[config.mk]
export PLATFORM = sky130hd
export DESIGN_NAME = iomem_arbiter
export DESIGN_NICKNAME = d
export VERILOG_FILES = /design/src/rtl/iomem_arbiter.sv
export SDC_FILE = /design/constraint.sdc
export NUM_CORES = 1
export LEC_CHECK = 0
export ABC_AREA = 1
export ABC_CLOCK_PERIOD_IN_PS = 2140
export CELL_PAD_IN_SITES_DETAIL_PLACEMENT = 1
export CELL_PAD_IN_SITES_GLOBAL_PLACEMENT = 2
export CORE_UTILIZATION = 21
export CTS_CLUSTER_DIAMETER = 120
export DETAILED_ROUTE_END_ITERATION = 10
export PLACE_DENSITY = 0.75
export SLEW_MARGIN = 20
export SYNTH_ARGS = -nofsm -noshare
export SYNTH_HDL_FRONTEND = slang
export SYNTH_SLANG_ARGS = --single-unit
[constraint.sdc]
create_clock -name clk25 -period 2.14 [get_ports clk25]
set_clock_uncertainty 0.15 [all_clocks]
set_input_delay 0.214 -clock clk25 [delete_from_list [all_inputs] [get_ports clk25]]
set_output_delay 0.214 -clock clk25 [all_outputs]
set_load 0.02 [all_outputs]
[src/rtl/iomem_arbiter.sv]
// Two-master round-robin arbiter for the picosoc iomem bus with registered slave outputs
// and a watchdog that completes hung slave transactions with an error word.
module iomem_arbiter #(
    parameter int          TIMEOUT  = 255,
    parameter logic [31:0] ERR_DATA = 32'hDEAD_BEEF
) (
    input  logic        clk25,
    input  logic        resetn,
    input  logic        m0_valid,
    output logic        m0_ready,
    input  logic [3:0]  m0_wstrb,
    input  logic [31:0] m0_addr,
    input  logic [31:0] m0_wdata,
    output logic [31:0] m0_rdata,
    input  logic        m1_valid,
    output logic        m1_ready,
    input  logic [3:0]  m1_wstrb,
    input  logic [31:0] m1_addr,
    input  logic [31:0] m1_wdata,
    output logic [31:0] m1_rdata,
    output logic        s_valid,
    input  logic        s_ready,
    output logic [3:0]  s_wstrb,
    output logic [31:0] s_addr,
    output logic [31:0] s_wdata,
    input  logic [31:0] s_rdata,
    output logic        s_grant,
    output logic        timeout_err
);

    typedef enum logic [1:0] {IDLE, BUSY, DONE} state_t;

    localparam logic [15:0] CNT_MAX = 16'(TIMEOUT - 1);

    state_t      r_state;
    logic        r_last;
    logic [15:0] r_cnt;
    logic        r_m0_ready, r_m1_ready, r_s_valid, r_s_grant, r_timeout_err;
    logic [31:0] r_m0_rdata, r_m1_rdata, r_s_addr, r_s_wdata;
    logic [3:0]  r_s_wstrb;

    logic w_any;
    logic w_pick1;

    assign w_any   = m0_valid | m1_valid;
    // m1 wins when alone, or on a tie when m0 was served last
    assign w_pick1 = m1_valid & (~m0_valid | ~r_last);

    always_ff @(posedge clk25) begin
        if (!resetn) begin
            r_state       <= IDLE;
            r_last        <= 1'b1;
            r_cnt         <= '0;
            r_m0_ready    <= 1'b0;
            r_m1_ready    <= 1'b0;
            r_m0_rdata    <= '0;
            r_m1_rdata    <= '0;
            r_s_valid     <= 1'b0;
            r_s_wstrb     <= '0;
            r_s_addr      <= '0;
            r_s_wdata     <= '0;
            r_s_grant     <= 1'b0;
            r_timeout_err <= 1'b0;
        end else begin
            r_m0_ready    <= 1'b0;
            r_m1_ready    <= 1'b0;
            r_timeout_err <= 1'b0;
            case (r_state)
                IDLE: begin
                    if (w_any) begin
                        r_s_grant <= w_pick1;
                        r_last    <= w_pick1;
                        r_s_addr  <= w_pick1 ? m1_addr  : m0_addr;
                        r_s_wdata <= w_pick1 ? m1_wdata : m0_wdata;
                        r_s_wstrb <= w_pick1 ? m1_wstrb : m0_wstrb;
                        r_s_valid <= 1'b1;
                        r_cnt     <= '0;
                        r_state   <= BUSY;
                    end
                end
                BUSY: begin
                    if (s_ready) begin
                        r_s_valid <= 1'b0;
                        if (r_s_grant) begin
                            r_m1_rdata <= s_rdata;
                            r_m1_ready <= 1'b1;
                        end else begin
                            r_m0_rdata <= s_rdata;
                            r_m0_ready <= 1'b1;
                        end
                        r_state <= DONE;
                    end else if (r_cnt == CNT_MAX) begin
                        r_s_valid     <= 1'b0;
                        r_timeout_err <= 1'b1;
                        if (r_s_grant) begin
                            r_m1_rdata <= ERR_DATA;
                            r_m1_ready <= 1'b1;
                        end else begin
                            r_m0_rdata <= ERR_DATA;
                            r_m0_ready <= 1'b1;
                        end
                        r_state <= DONE;
                    end else begin
                        r_cnt <= r_cnt + 16'd1;
                    end
                end
                // Requester's valid is still high here for the finished request
                DONE:    r_state <= IDLE;
                default: r_state <= IDLE;
            endcase
        end
    end

    assign m0_ready    = r_m0_ready;
    assign m1_ready    = r_m1_ready;
    assign m0_rdata    = r_m0_rdata;
    assign m1_rdata    = r_m1_rdata;
    assign s_valid     = r_s_valid;
    assign s_wstrb     = r_s_wstrb;
    assign s_addr      = r_s_addr;
    assign s_wdata     = r_s_wdata;
    assign s_grant     = r_s_grant;
    assign timeout_err = r_timeout_err;

endmodule

# Word-level counts from Yosys, hierarchy flattened
# Cells that the tools add are included.
dict set report word_totals {
  inputBits 173
  ff_bits 156
}
dict set report classes {
  reduce_logical 11
  n_mux 30
  n_bitwise 8
  n_eq_ne 6
  n_addsub 1
}
# cell n
set ops {}
lappend ops {{$mux 32} 10}
lappend ops {{$mux 16} 3}
lappend ops {{$pmux 16 s2} 1}
lappend ops {{$add 16x1->16 const B} 1}
lappend ops {{$eq 16x8->1 const B} 1}
lappend ops {{$mux 1} 10}
lappend ops {{$reduce_and 3->1} 3}
lappend ops {{$mux 2} 3}
lappend ops {{$ne 2x2->1 const B} 3}
lappend ops {{$reduce_and 2->1} 3}
lappend ops {{$not 1->1} 5}
lappend ops {{$mux 4} 1}
lappend ops {{$pmux 2 s2} 1}
lappend ops {{$reduce_and 4->1} 1}
lappend ops {{$reduce_bool 2->1} 2}
lappend ops {{$ne 3x3->1 const B} 1}
lappend ops {{$reduce_or 3->1} 1}
lappend ops {{$eq 2x1->1 const B} 1}
lappend ops {{$logic_not 2->1} 1}
lappend ops {{$or 1x1->1} 2}
lappend ops {{$pmux 1 s2} 1}
lappend ops {{$and 1x1->1} 1}

# Depth between registers and ports, before layout
# Gate-level depths: netlist of run 1.
dict set report depth {
  depth_word 4
  depth_mapped 11
  mapped_depth_nobuf 11
}

# Worst setup path before layout of run 1
# OpenSTA, ideal clock, no wires.
dict set report synth_path {
  path_type {flip-flop to flip-flop}
  startpoint {reg r_cnt[0]}
  endpoint {reg r_cnt[14]}
  t_required_ns 1.878
  slack_ns 0.609
  period_less_slack_ns 1.531
  setup_ns 0.112
  arrival_ns 1.269
  stages_incl_launch_ff 12
  n_path_buf 0
  cell_sequence {dfxtp_1 -> inv_1 -> ha_1 -> nand2_1 -> nor2_1 -> nand2_2 -> nand2_2 -> nand2_2 -> nand2_2 -> inv_1 -> nand2_1 -> nand2_1}
}
dict set report synth_via {
  elab_chain_cells 4
}
# element line_no
set synth_lines {}
lappend synth_lines {{from (decl)} 37} ;# logic [15:0] r_cnt;
lappend synth_lines {{from (signal assigned)} 104} ;# r_cnt <= r_cnt + 16'd1;
lappend synth_lines {{$add 16x1->16} 104}
lappend synth_lines {{$mux 16} 92} ;# end else if (r_cnt == CNT_MAX) begin
lappend synth_lines {{$mux 16} 82} ;# if (s_ready) begin
lappend synth_lines {{$pmux 16 s2} 68} ;# case (r_state)
# Several ways; a longest one is shown, not always the timed one. The select of a mux whose other input is x is not followed.
# A chain may end at the register's enable or synchronous reset.

# Worst setup path after layout of run 1
dict set report layout_path {
  startpoint {reg r_cnt[0]}
  endpoint {reg r_m1_rdata[22] (netlist: m1_rdata[22])}
}
dict set report layout_via {
  elab_chain_cells 3
}
# element line_no
set layout_lines {}
lappend layout_lines {{$eq 16x8->1} 92}
lappend layout_lines {{$reduce_bool 2->1 (no line)} -}
lappend layout_lines {{$reduce_and 3->1 (no line)} -}
lappend layout_lines {{to (signal assigned)} 85} ;# r_m1_rdata <= s_rdata;
lappend layout_lines {{to (decl)} 39} ;# logic [31:0] r_m0_rdata, r_m1_rdata, r_s_addr, r_s_wdata;
# No other way between the ends.

==> impl_metrics.csv, run 1 <==
group,metric,value,unit
run_status,status,"completed",
sta,setup_tns,0,ns
critical_path,endpoint,"m1_rdata[22]$_SDFFE_PN0P_",
critical_path,required,2.35,ns
finish,nNetsFinal,1444,
sta,slew_headroom,61.0,%
logic_synthesis,ys_warn_count,0,
die,die-area,0.0337,mm^2
critical_path,startpoint_type,"flop",
sta,worst-slew-pin-transition,0.585,ns
cts,clk_latency,0.43,ns
critical_path,worstPathMaxFanout,34,
finish,final_cell_count_no_fill,1723,
critical_path,cpMostUsedCell,"nand2_1",
critical_path,end_kind,"flop",
die,io_pins,310,
finish,stdcell_area,0.0111,mm^2
pwr,power,0.00815,W
drt,drt_iter0_markers,272,
pwr,powerDensity,735,mW/mm^2
sta,hold_viol_final,0,
critical_path,path_class,"flop to flop",
sta,slew_violations,0,
finish,finalCoreUtilization,34.2,%
placed_design,post_dp_cell_area,0.0105,mm^2
global_routing,grt_first_pass_wirelength,42200,um
cts,cts_htree_levels,4,
placed_design,dp_cells,1691,
drt,drt.antenna.violating_nets,0,
cts,clockBufferDepth,2,
sta,rsz0062_at_grt,"true",
sta,post-route-period-util,92.0,%
die,start_util,21.3,%
drt,met2_length,12500,um
drt,wl_per_cell,15.7,um
finish,area_delta_synth_final,60.2,%
finish,fillers,3915,
drt,top_layer_used,"met4",
global_routing,grt_max_degree,81,
cts,clock-sinks,156,
die,die_height,184,um
placed_design,io_buffers,309,
sta,fmax,508,MHz
worst_hold_path,worstHoldPathType,"primary input to flop",
drt,finalWirelength,27100,um
logic_synthesis,synth_nets,1165,
drt,met1Wirelength,12000,um
global_routing,overflow,0,
placed_design,hpwl,19400,um
logic_synthesis,ys_types,27,
logic_synthesis,avgSynthCellArea,6.99,um^2
cts,clkTransAtPathRegs,0.07,ns
die,fp-row-count,66,
critical_path,startpoint,"r_cnt[0]$_SDFFE_PN0P_",
critical_path,r2r-start,"r_cnt[0]$_SDFFE_PN0P_",
drt,drc,0,
run,maxCapViolCount,0,
critical_path,critPathSlowestCell,"nand3_4",
critical_path,max_stage_delay,0.37,ns
logic_synthesis,yosysSeqAreaShare,45.1,%
critical_path,r2r_cells,10,
cts,cts-buffers-inserted,17,
global_routing,grt_antenna_before_repair,0,
drt,vias_per_cell,4.33,
cts,clockRootBuffer,"clkbuf_16",
sta,setup_violations,0,
drt,vias,7456,
logic_synthesis,synth_area,0.00692,mm^2
critical_path,crit_chain,"inv_1 -> ha_1 -> nand2_1 -> nor2_1 -> nand2_2 -> nand2_8 -> nand3_4 -> nand2_1 -> nand2_1 -> nor2_1",
sta,period_minus_slack,1.97,ns
die,chipWidth,184,um
finish,layout-drive-gt1-share,5.54,%
finish,antenna_cells,0,
cts,cts_tree,"done",
logic_synthesis,synth_cells,990,
critical_path,reg2reg_slack,0.17,ns
pwr,p_leak,4.40,nW
die,core_area,0.0325,mm^2
critical_path,critical_path_arrival,2.18,ns
drt,wl_met3,2290,um
global_routing,grt.total_usage,16.2,%
critical_path,r2r_end,"m1_rdata[22]$_SDFFE_PN0P_",
logic_synthesis,ys_ff_latch,156,
drt,first_pass_iters,4,
placed_design,place.gp.congestion,0.738,
global_routing,grt_pass1_vias,7583,
pwr,vdd_drop_max,0.000506,V
==> layout make-up <==
class	instances	area [um^2]	area share [%]
repair buffers	330	3330	30.1
clock buffers	18	429	3.87
inverters	135	508	4.58
flip-flops and latches	156	3120	28.2
well taps	442	553	4.99
clock inverters	13	134	1.21
multi-input cells	629	3010	27.1
==> worst max-delay path, delay by kind of cell, from the launching register on <==
family                   cells  cell delay (ns)
AND/OR/NAND/NOR              8             1.17
adder cells (fa/ha/maj)      1             0.14
buffers and inverters        1             0.07
flip-flops                   1             0.35
==> state kept, by name, indices dropped and copies added, names as in the netlist <==
register / cells
s_wstrb: 4
s_valid: 1
s_wdata: 32
r_state: 2
s_addr: 32
s_grant: 1
m1_rdata: 32
m1_ready: 1
r_last: 1
r_cnt: 16
m0_rdata: 32
timeout_err: 1
m0_ready: 1
==> worst min-delay path by stage <==
stage,startpoint,depth (start not counted),end
global placement,m0_rdata[25]$_SDFFE_PN0P_,2,m0_rdata[25]$_SDFFE_PN0P_
CTS,resetn,3,r_cnt[2]$_SDFFE_PN0P_
finish,resetn,3,s_grant$_SDFFE_PN0P_
detailed placement,m1_rdata[7]$_SDFFE_PN0P_,2,m1_rdata[7]$_SDFFE_PN0P_
floorplan,m0_wdata[0],2,s_wdata[0]$_SDFFE_PN0P_
global route,resetn,3,r_cnt[3]$_SDFFE_PN0P_
==> cell usage after synthesis (all sizes together) <==
| cell | count | area (um^2) |
|---|---|---|
| a21oi | 55 | 275 |
| a31oi | 68 | 425 |
| buf | 24 | 129 |
| clkbuf | 46 | 173 |
| clkinv | 1 | 3.75 |
| dfxtp | 156 | 3120 |
| ha | 2 | 25.0 |
| inv | 134 | 503 |
| mux2i | 1 | 10.0 |
| nand2 | 292 | 1120 |
| nand3 | 15 | 105 |
| nand4 | 60 | 375 |
| nor2 | 46 | 175 |
| nor3 | 4 | 20.0 |
| nor3b | 1 | 7.51 |
| o21ai | 79 | 399 |
| xnor2 | 1 | 8.76 |
| xor2 | 5 | 43.8 |
==> report_power, final <==
part,total (W),switching [W],internal [W],leakage (nW)
registers,0.00324,0.000118,0.00313,1.28
clock network,0.00302,0.00139,0.00162,0.266
logic,0.00188,0.00100,0.000883,2.85
==> through the flow <==
stage	setup slack (ns)	hold WS [ns]
final	0.171	0.0463
after global routing	-0.0380	0.0402
after CTS	0.0988	0.0252
after detailed placement	0.115	0.287
after global placement	0.168	0.282
after floorplan	0.609	0.224
==> cells by family after synthesis <==
| logic type | Yosys count | share of synthesized area [%] |
|---|---|---|
| simple gates | 418 | 26.0 |
| buf+inv | 205 | 11.7 |
| compound gates | 202 | 15.9 |
| flops | 156 | 45.1 |
| xor+xnor | 6 | 0.759 |
| fa+ha+maj | 2 | 0.362 |
| mux | 1 | 0.145 |
==> routing by layer <==
layer | vias to the layer above | GRT usage [%]
met4 | 0 | 3.87
met1 | 3438 | 19.8
met2 | 232 | 26.4
met5 | - | 0
met3 | 18 | 6.38
li1 | 3768 | -
==> placed cells by master, fill, tap and decap left out, drive strengths merged <==
| cell | instances |
|---|---|
| a31oi | 68 |
| nor2 | 46 |
| nand2 | 292 |
| bufinv | 1 |
| nor3b | 1 |
| nor3 | 4 |
| a21oi | 55 |
| clkbuf | 18 |
| clkdlybuf4s50 | 307 |
| buf | 22 |
| inv | 139 |
| o21ai | 79 |
| ha | 2 |
| xnor2 | 1 |
| clkinv | 5 |
| clkinvlp | 3 |
| xor2 | 5 |
| dfxtp | 156 |
| mux2i | 1 |
| nand3 | 15 |
| dlygate4sd3 | 1 |
| nand4 | 60 |
==> repair_timing <==
action	in CTS	in global routing
setup endpoints to repair	0	9
resized for setup	0	3
setup buffers	0	0
hold endpoints to repair	1	0
hold buffers	1	0
(Power assumes the default switching activity.)
==> run 2, diff against run 1 <==
GPL_ROUTABILITY_DRIVEN = 1   (was unset)
PLACE_DENSITY = unset   (was 0.75)
PLACE_DENSITY_LB_ADDON = 0.1   (was unset)
REMOVE_ABC_BUFFERS = 1   (was unset)
==> impl_metrics.csv, run 2 (synthesized netlist as in run 1, its figures left out) <==
group,metric,value,unit
sta,rsz0062_at_grt,"false",
drt,wl_per_cell,16.5,um
sta,setup_violations,0,
global_routing,overflow,0,
drt,drc,0,
cts,clock-sinks,156,
sta,slew_headroom,64.0,%
drt,vias,7393,
sta,hold_viol_final,0,
global_routing,grt_first_pass_wirelength,42900,um
cts,clockRootBuffer,"clkbuf_16",
placed_design,place.gp.congestion,0.743,
global_routing,grt_pass1_vias,7350,
critical_path,required,1.78,ns
drt,vias_per_cell,4.28,
cts,cts-resized-gates,0,
pwr,p_leak,4.43,nW
critical_path,crit_chain,"clkdlybuf4s50_1",
cts,clk_latency,0.44,ns
sta,fmax,527,MHz
drt,first_pass_iters,4,
run_status,status,"completed",
cts,cts-buffers-inserted,17,
finish,stdcell_area,0.0111,mm^2
die,io_pins,310,
global_routing,grt_antenna_before_repair,6,
die,fp-row-count,66,
sta,worst-slew-pin-transition,0.540,ns
cts,clkTransAtPathRegs,0.07,ns
critical_path,critical_path_arrival,1.53,ns
placed_design,dp_cells,1692,
finish,layout-drive-gt1-share,5.54,%
die,chipWidth,184,um
drt,finalWirelength,28500,um
cts,hold_buffers,0,
sta,post-route-period-util,88.6,%
finish,area_delta_synth_final,60.8,%
finish,final_cell_count_no_fill,1727,
pwr,vdd_drop_max,0.000549,V
critical_path,startpoint_type,"flop",
global_routing,grt.total_usage,17.0,%
finish,mostFrequentLayoutCell,"clkdlybuf4s50_1",
critical_path,max_stage_delay,0.67,ns
pwr,powerDensity,749,mW/mm^2
critical_path,path_class,"flop to output port",
cts,clockBufferDepth,2,
run,maxCapViolCount,0,
sta,slew_violations,0,
pwr,power,0.00834,W
cts,post_cts_buffers,0,
critical_path,crit_buf_inv,1,
cts,cts_tree,"done",
placed_design,hpwl,20400,um
critical_path,critPathSlowestCell,"clkdlybuf4s50_1",
sta,period_minus_slack,1.90,ns
finish,nNetsFinal,1444,
global_routing,grt_max_degree,117,
finish,layout_common_cells,"clkdlybuf4s50_1 (307), nand2_1 (284), dfxtp_1 (155)",
cts,cts_htree_levels,4,
placed_design,io_buffers,309,
drt,drt.antenna.violating_nets,0,
critical_path,end_kind,"output port",
critical_path,worstPathMaxFanout,2,
die,die-area,0.0337,mm^2
critical_path,critPathTopFamily,"buffers and inverters",
worst_hold_path,worstHoldPathType,"primary input to flop",
die,start_util,21.3,%
drt,drt_iter0_markers,286,
die,die_height,184,um
placed_design,post_dp_cell_area,0.0105,mm^2
die,core_area,0.0325,mm^2
-- run 2: cell types whose count changed in the layout (fill, tap and decap cells not counted), sizes merged, moves of 2 or more --
cell,before,now
inv,139,134
diode,0,3
bufinv,1,3
clkinv,5,7
clkbuf,18,21
-- run 2: final timing paths --
check | startpoint | end | slack [ns] | cells past startpoint
setup / recovery | s_addr[21]$_SDFFE_PN0P_ | s_addr[21] | 0.24 | 1
hold / removal | resetn | s_grant$_SDFFE_PN0P_ | 0.04 | 3
setup reg to reg | r_cnt[4]$_SDFFE_PN0P_ | m0_rdata[22]$_SDFFE_PN0P_ | 0.36 | 11
hold reg to reg | m0_rdata[28]$_SDFFE_PN0P_ | m0_rdata[28]$_SDFFE_PN0P_ | 0.29 | 2
-- run 2: area by class of cell --
class,count,area (um^2)
multi-input combinational,629,2990
sequential,156,3120
antenna,3,7.51
fill,3900,21300
tap,442,553
clock buffer,21,460
timing repair buffer,330,3340
clock inverter,11,143
inverter,135,508
-- run 2: where the power goes --
part	internal [W]	switching (W)	leakage, nW	total [W]
logic	0.000874	0.00100	2.86	0.00188
clock network	0.00189	0.00132	0.293	0.00322
registers	0.00313	0.000116	1.28	0.00324
total	0.00589	0.00244	4.43	0.00834
-- run 2: per-stage QoR --
| stage | utilization, % | hold WS [ns] | TNS, ns | worst slack, ns |
|---|---|---|---|---|
| 5_1_grt | 34.3 | 0.0552 | 0 | 0.146 |
| 2_1_floorplan | - | 0.143 | -109.53 | -1.44 |
| 6_report | 34.3 | 0.0366 | 0 | 0.244 |
| 3_5_place_dp | 32.4 | 0.286 | 0 | 0.308 |
| 4_1_cts | 34.3 | 0.0239 | 0 | 0.197 |
| 3_3_place_gp | 32.4 | 0.282 | 0 | 0.350 |
-- run 2: per-layer routing --
metal	track usage, %	wire (um)	vias up
met5	0	46	-
met1	20.3	12400	3357
met4	5.37	403	6
met2	26.5	12600	226
met3	8.16	3070	26
li1	-	-	3778
==> run 3, diff against run 2 <==
ABC_CLOCK_PERIOD_IN_PS = 2150   (was 2140)
clock period = 2.15 ns   (was 2.14 ns; I/O delays follow)
==> impl_metrics.csv, run 3 (synthesized netlist as in run 1, its figures left out) <==
group,metric,value,unit
run_status,status,"completed",
sta,setup_ws,0.282,ns
critical_path,crit_buf_inv,1,
cts,post_cts_buffers,0,
pwr,p_sw_share,30.4,%
critical_path,worstPathMaxFanout,6,
critical_path,max_stage_delay,0.65,ns
worst_hold_path,worstHoldPathType,"primary input to flop",
critical_path,required,1.78,ns
cts,cts_tree,"done",
pwr,clkPwrFrac,38.3,%
critical_path,startpoint_type,"flop",
critical_path,critPathTopFamily,"buffers and inverters",
die,fp-row-count,66,
die,chipWidth,184,um
sta,rsz0062_at_grt,"false",
pwr,p_seq_share,39.0,%
placed_design,hpwl,20500,um
finish,finalCoreUtilization,34.3,%
sta,slew_violations,0,
pwr,p_comb_share,22.7,%
placed_design,preCtsSetupSlack,0.297,ns
cts,cts-buffers-inserted,17,
sta,post-route-period-util,86.9,%
sta,slew_headroom,63.5,%
global_routing,grt_antenna_before_repair,7,
run,maxCapViolCount,0,
critical_path,path_class,"flop to output port",
drt,first_pass_iters,4,
drt,drt.antenna.violating_nets,0,
finish,fillers,3899,
critical_path,end_kind,"output port",
pwr,vdd_drop_max,0.000500,V
cts,clockRootBuffer,"clkbuf_16",
cts,hold_buffers,0,
critical_path,critical_path_arrival,1.50,ns
finish,area_delta_synth_final,61.0,%
critical_path,critPathSlowestCell,"clkdlybuf4s50_1",
die,io_pins,310,
pwr,power.switching,0.00252,W
finish,layout_common_cells,"clkdlybuf4s50_1 (307), nand2_1 (284), dfxtp_1 (155)",
sta,fmax,535,MHz
drt,drc,0,
pwr,intPower,0.00576,W
drt,vias,7402,
drt,vias_per_cell,4.29,
finish,layout-drive-gt1-share,5.77,%
finish,mostFrequentLayoutCell,"clkdlybuf4s50_1",
drt,drt_iter0_markers,380,
die,die_height,184,um
placed_design,place.gp.congestion,0.737,
sta,worst-slew-pin-transition,0.548,ns
global_routing,grt.total_usage,17.1,%
global_routing,grt_pass1_vias,7470,
die,start_util,21.3,%
cts,clkTransAtPathRegs,0.07,ns
sta,period_minus_slack,1.87,ns
cts,clk_latency,0.43,ns
global_routing,grt_first_pass_wirelength,43800,um
global_routing,grt_max_degree,117,
placed_design,io_buffers,309,
cts,clock-sinks,156,
pwr,powerDensity,743,mW/mm^2
sta,setup_violations,0,
die,core_area,0.0325,mm^2
drt,wl_per_cell,16.5,um
finish,multi_input_area,0.00299,mm^2
finish,nNetsFinal,1445,
cts,clockBufferDepth,2,
critical_path,reg2reg_slack,0.36,ns
cts,cts-resized-gates,0,
sta,hold_viol_final,0,
global_routing,overflow,0,
critical_path,crit_chain,"clkdlybuf4s50_1",
cts,cts_htree_levels,4,
die,die-area,0.0337,mm^2
finish,register_area,0.00312,mm^2
pwr,p_leak,4.44,nW
drt,finalWirelength,28500,um
==> run 3: cell count changes in the layout (fill, tap and decap cells not counted) <==
cell / previous run / this run
clkinv_2: 5 / 4
clkinv_4: 2 / 1
bufinv_16: 3 / 2
clkbuf_8: 2 / 1
inv_8: 0 / 2
diode_2: 3 / 1
inv_6: 0 / 5
clkbuf_1: 2 / 0
clkinvlp_4: 2 / 1
buf_12: 8 / 9
==> run 3: final timing paths <==
kind | from | end | cells past startpoint
worst min-delay path | s_ready | m0_rdata[16]$_SDFFE_PN0P_ | 4
worst max register to register | r_cnt[5]$_SDFFE_PN0P_ | m0_rdata[22]$_SDFFE_PN0P_ | 10
worst min register to register | m0_rdata[30]$_SDFFE_PN0P_ | m0_rdata[30]$_SDFFE_PN0P_ | 2
worst max-delay path | s_grant$_SDFFE_PN0P_ | s_grant | 1
==> run 3: worst register-to-register path: stages, from the launching register on <==
cell	delay, ns
dfxtp_1	0.42
nand2_2	0.11
inv_2	0.07
nand2_2	0.06
nor2_2	0.11
nand2_2	0.11
nand2_4	0.11
nand3_4	0.17
buf_12	0.22
nor2_1	0.11
nor2_1	0.05
==> run 3: final cells by class <==
type                            count  share of cell area (%)
Antenna cell                        1                  0.0225
Clock buffer                       18                    3.94
Clock inverter                     14                    1.42
Inverter                          135                    4.56
Multi-Input combinational cell    629                    26.9
Sequential cell                   156                    28.0
Tap cell                          442                    4.96
Timing Repair Buffer              331                    30.2
==> run 3: metal layers <==
layer | routed length (um) | up-vias | global-route usage (%) | share of wire (%)
met5 | 50 | - | 0 | 0.18
met4 | 135 | 8 | 3.90 | 0.47
met3 | 3010 | 13 | 8.32 | 11
met2 | 13100 | 231 | 27.4 | 46
met1 | 12300 | 3380 | 20.5 | 43
li1 | - | 3770 | - | -
==> run 3: metrics by stage <==
step / std cells / hold WS (ns) / TNS [ns] / cell area (um^2) / power [W]
final: 1726 / 0.0553 / 0 / 11100 / 0.00828
after global routing: 1725 / 0.0647 / 0 / 11100 / 0.00874
after CTS: 1725 / 0.0241 / 0 / 11100 / 0.00846
after detailed placement: 1693 / 0.288 / 0 / 10500 / 0.00520
after global placement: 1693 / 0.283 / 0 / 10500 / 0.00520
after floorplan: 920 / 0.144 / -108.51 / 6620 / 0.00406
==> run 3: power groups by stage <==
stage	combinational [W]	sequential [W]	clock, W
after floorplan	0.000516	0.00355	0
after global placement	0.00191	0.00329	0
after detailed placement	0.00191	0.00329	0
after CTS	0.00191	0.00323	0.00331
after global routing	0.00205	0.00326	0.00344
final	0.00188	0.00323	0.00317
